==> src/rtl/bcd_seg_scan.sv <==
// Four-digit multiplexed 7-segment scanner with per-frame BCD snapshot.
// Optional macro LEADING_ZERO_BLANK_EN blanks leading zeros on digits 3..1.
module bcd_seg_scan #(
  parameter int unsigned DIV = 50000
) (
  input  logic       clk,
  input  logic       rst_n,
  input  logic       en,
  input  logic [3:0] bcd3,
  input  logic [3:0] bcd2,
  input  logic [3:0] bcd1,
  input  logic [3:0] bcd0,
  output logic [3:0] an,
  output logic [6:0] seg
);

  localparam int CW = (DIV > 1) ? $clog2(DIV) : 1;
  localparam logic [CW-1:0] CNT_MAX = CW'(DIV - 1);

  logic [CW-1:0] cnt_p0;
  logic [1:0]    idx_p0;
  logic [15:0]   snap_p0;

  logic          tick;
  logic [1:0]    idx_nxt;
  logic [15:0]   snap_nxt;
  logic [3:0]    digit_nxt;
  logic          blank_nxt;
  logic [6:0]    seg_nxt;

  function automatic logic [6:0] seg_decode(input logic [3:0] d);
    case (d)
      4'd0:    seg_decode = 7'h40;
      4'd1:    seg_decode = 7'h79;
      4'd2:    seg_decode = 7'h24;
      4'd3:    seg_decode = 7'h30;
      4'd4:    seg_decode = 7'h19;
      4'd5:    seg_decode = 7'h12;
      4'd6:    seg_decode = 7'h02;
      4'd7:    seg_decode = 7'h78;
      4'd8:    seg_decode = 7'h00;
      4'd9:    seg_decode = 7'h10;
      default: seg_decode = 7'h3F;
    endcase
  endfunction

  function automatic logic [3:0] one_cold(input logic [1:0] k);
    one_cold = ~(4'b0001 << k);
  endfunction

  // Next-slot values: the snapshot reloads only when the index wraps 3->0,
  // and the digit shown is taken from that post-load snapshot.
  always_comb begin
    tick      = en && (cnt_p0 == CNT_MAX);
    idx_nxt   = idx_p0 + 2'd1;
    snap_nxt  = (idx_p0 == 2'd3) ? {bcd3, bcd2, bcd1, bcd0} : snap_p0;
    digit_nxt = snap_nxt[{idx_nxt, 2'b00} +: 4];
    blank_nxt = 1'b0;
`ifdef LEADING_ZERO_BLANK_EN
    case (idx_nxt)
      2'd3:    blank_nxt = (snap_nxt[15:12] == 4'd0);
      2'd2:    blank_nxt = (snap_nxt[15:8]  == 8'd0);
      2'd1:    blank_nxt = (snap_nxt[15:4]  == 12'd0);
      default: blank_nxt = 1'b0;
    endcase
`endif
    seg_nxt   = blank_nxt ? 7'h7F : seg_decode(digit_nxt);
  end

  // Prescaler, index, snapshot and registered display outputs
  always_ff @(posedge clk or negedge rst_n) begin
    if (!rst_n) begin
      cnt_p0  <= '0;
      idx_p0  <= 2'd3;
      snap_p0 <= '0;
      an      <= 4'hF;
      seg     <= 7'h7F;
    end else if (!en) begin
      cnt_p0  <= '0;
      idx_p0  <= 2'd3;
      an      <= 4'hF;
      seg     <= 7'h7F;
    end else if (tick) begin
      cnt_p0  <= '0;
      idx_p0  <= idx_nxt;
      snap_p0 <= snap_nxt;
      an      <= one_cold(idx_nxt);
      seg     <= seg_nxt;
    end else begin
      cnt_p0  <= cnt_p0 + CW'(1);
    end
  end

endmodule

==> config.mk <==
export PLATFORM = sky130hd
export DESIGN_NAME = bcd_seg_scan
export DESIGN_NICKNAME = d
export VERILOG_FILES = /design/src/rtl/bcd_seg_scan.sv
export SDC_FILE = /design/constraint.sdc
export NUM_CORES = 1
export LEC_CHECK = 0
export BUFFER_PORTS_ARGS = -buffer_cell sky130_fd_sc_hd__buf_2
export CAP_MARGIN = 0
export CORE_ASPECT_RATIO = 0.6
export CORE_MARGIN = 8
export CORE_UTILIZATION = 45
export DETAILED_ROUTE_END_ITERATION = 8
export PLACE_DENSITY_LB_ADDON = 0.1
export RECOVER_POWER = 25
export SLEW_MARGIN = 20
export SYNTH_ARGS = -nofsm -noshare
export SYNTH_HDL_FRONTEND = slang
export SYNTH_SLANG_ARGS = --single-unit
export TNS_END_PERCENT = 100
==> constraint.sdc <==
create_clock -name clk -period 8.3 [get_ports clk]
set_input_delay 0 -clock clk [delete_from_list [all_inputs] [get_ports clk]]
set_output_delay 0 -clock clk [all_outputs]
set_load 0.01 [all_outputs]
==> metrics.txt <==
FF+latch count, synth=45; internal power=between 0.2 and 0.3 mW; largest net degree at the start of global routing=46; nets=about 280; final worst path period need=approximately 3200 ps; Post-DP Area=~0.0026 mm^2; synthesized cell area=0.00247 mm^2; Post-Syn Nets=232; Tot Pwr=approximately 0.39 mW; cell mode on critical path=ha_1; post-synthesis instance total=201; failing checks=capacitance limit, slew limit; Setup Buffers After CTS=0; routed vias/inst=slightly above 5; maximum clock frequency=0.313 GHz; Die Area=0.00818 mm^2; max incr delay on CP=680 ps; hold-critical path depth=2; diode count=0; GRT overflow=0; final setup fails=0; GRT Total Usage=12.7%; global-route wire length before repair=between 8 and 9 mm; Crit path required time=8530 ps; Die Y=about 73 um; RSZ-0062 raised after global routing=false; Critical R2R Launch=idx_p0[0]$_DFFE_PN1P_; Clk pwr share=about a third; maximum VDD drop=slightly below 0.00006 V; Worst-Margin Slew=between 2000 and 2500 ps; switching share of power=a little under a quarter; YS warnings=0; Initial Util=~45%; Die Wd=~110 um; H-Tree Depth=2; Core Rows=21; Crit. End Element=flop; Worst Path Max Fanout=9; EDFF count, synth=0; hold buffer count at CTS=17; Hold Path End=idx_p0[1]$_DFFE_PN1P_; GPL Wtd Cong=0.841; min-delay src=en; HP Class=in2reg; Resized Gates After CTS=0; port buffer count=29; register area share after synthesis=a little under half; MaxCap Viol Count=1; CTS tree=yes; design area=0.00290 mm^2; Post-synth top flop=dfrtp_1; Final Skew=roughly 5.7 ps; Routed Antenna Nets=0; Inserted Clock Buffers=5; Psw=a little over 0.09 mW; Top Family by Delay on Critical Path=adder cells; setup slack, reg-to-reg=slightly above 5000 ps; fin crit share=a little under 40%; vias in the first global route=~1700; Min Hold Slack=68.6 ps; status=finished with violations; synth unique cells=39; clk sinks=between 40 and 50; clk_lat worst skew=approximately 300 ps; slowest CP cell=ha_1; initial antenna violation count=0; cell depth of the worst flop-to-flop path=9; Static Leak=approximately 1.3 nW; Detailed Route Iter0 Violations=80; clk root buf=clkbuf_8; combinational share of power=under 10%; Pins Over Slew Limit=46; Core ar.=0.00544 mm^2; Clock Tree Buf Depth=2; relative slew slack=-57.3%; worst flop-to-flop path endpoint=seg[5]$_DFFE_PN1P_; Routed WL=approximately 4.7 mm; area delta synth->final=17.5%; drt drc=0; Reg clk slew, reported paths=approximately 80 ps; Worst Path Arrival=between 3000 and 4000 ps; critical path launch point type=flop; I/O Pins=30; Vias=1620; Final Hold Fails=0; fin util=53.3%; WL per Instance=15.1 um; Async S/R FF share, synth=100%; worst-path cell chain=clkinv_1 > ha_1 > mux4_1 > mux2i_1 > inv_1 > ha_1 > or2_1 > a21oi_1 > nor3_2; Synth top area share=32.5%; post-DP HPWL=between 3 and 4 mm; critical path class=reg2reg; layout cells sized above 1=between 30% and 40%; largest area contributor in the netlist=dfrtp_1; Power Dens Cells=roughly 130 mW/mm^2; top post-synthesis cells by area=dfrtp_1, dfstp_2, mux2_2; worst path buffer plus inverter count=2; Pre-antenna DRT Iters=4; sequential power share=57.5%; setup TNS=0 ps; Synth Area per Inst=between 10 and 15 um^2
==> state kept, by name, summed over array words and instances (netlist names) <==
register,flops
an,4
cnt_p0,16
idx_p0,2
seg,7
snap_p0,16
==> final cells by class <==
| type | instances | area, um^2 |
|---|---|---|
| flip-flops and latches | 45 | 1140 |
| clock inverters | 2 | 10.0 |
| clock buffers | 6 | 72.6 |
| well taps | 69 | 86.3 |
| multi-input cells | 141 | 1250 |
| inverters | 6 | 22.5 |
| repair buffers | 46 | 314 |
| fillers | 470 | 2540 |
==> cell usage after synthesis (5+ instances only) <==
master,instances
dfrtp_1,32
nand3_1,6
o211ai_1,6
xnor2_1,5
and3_1,5
ha_1,12
nand2_1,12
nor2_1,29
dfstp_2,13
mux2_2,14
xor2_1,9
==> routing by layer <==
metal,wire (um),part of all wire (%),vias to the layer above,track usage [%]
met2,1990,42,26,18.4
li1,-,-,805,-
met5,0,0,-,0
met4,45,0.95,0,3.16
met3,257,5.4,6,5.33
met1,2450,52,783,17.0
==> power groups by stage <==
stage / Combinational, mW / Clock (mW) / Sequential [mW]
2_1_floorplan: 0.0128 / 0 / 0.225
3_3_place_gp: 0.0241 / 0 / 0.225
3_5_place_dp: 0.0247 / 0 / 0.225
4_1_cts: 0.0309 / 0.140 / 0.221
5_1_grt: 0.0346 / 0.152 / 0.222
6_report: 0.0301 / 0.134 / 0.221
==> cells by family (layout without fill, tap and decap cells) <==
kind of cell	after synthesis	count (layout)	synth area share [%]
flops	45	45	46.3
simple gates	72	72	16.6
compound gates	14	14	4.26
fa+ha+maj	12	12	6.09
mux	29	29	18.8
xor+xnor	14	14	4.97
buf+inv	15	60	2.99
==> through the flow <==
step / instances / setup slack, ps
after floorplan: 201 / 5360
final: 315 / 5100
after CTS: 315 / 5070
after detailed placement: 290 / 5080
after global placement: 290 / 5250
after global routing: 315 / 4840
==> layout by cell type, fill, tap and decap left out, drive strengths merged, types with 2 or more instances in the layout <==
cell | netlist | routed
dfrtp | 32 | 32
nor2 | 29 | 29
buf | 5 | 28
dlygate4sd3 | 0 | 17
mux2 | 16 | 16
dfstp | 13 | 13
nand2 | 12 | 12
ha | 12 | 12
xor2 | 9 | 9
nand3 | 9 | 9
mux4 | 8 | 8
clkbuf | 4 | 7
o211ai | 6 | 6
nor3 | 6 | 6
and3 | 5 | 5
xnor2 | 5 | 5
inv | 5 | 5
mux2i | 5 | 5
nand4 | 3 | 3
a211oi | 3 | 3
clkinv | 1 | 3
and4bb | 2 | 2
and4 | 2 | 2
a21oi | 2 | 2
==> how the worst max path moves through the flow <==
stage / startpoint / endpoint / slack (ps) / cells after the start
floorplan: idx_p0[0]$_DFFE_PN1P_ / seg[5]$_DFFE_PN1P_ / 5360 / 10
global placement: idx_p0[0]$_DFFE_PN1P_ / seg[5]$_DFFE_PN1P_ / 5250 / 9
detailed placement: idx_p0[0]$_DFFE_PN1P_ / seg[5]$_DFFE_PN1P_ / 5080 / 9
CTS: idx_p0[0]$_DFFE_PN1P_ / seg[5]$_DFFE_PN1P_ / 5070 / 9
global route: idx_p0[0]$_DFFE_PN1P_ / seg[5]$_DFFE_PN1P_ / 4840 / 9
finish: idx_p0[0]$_DFFE_PN1P_ / seg[5]$_DFFE_PN1P_ / 5100 / 9
No activity file was read; power rests on OpenSTA's default activity.
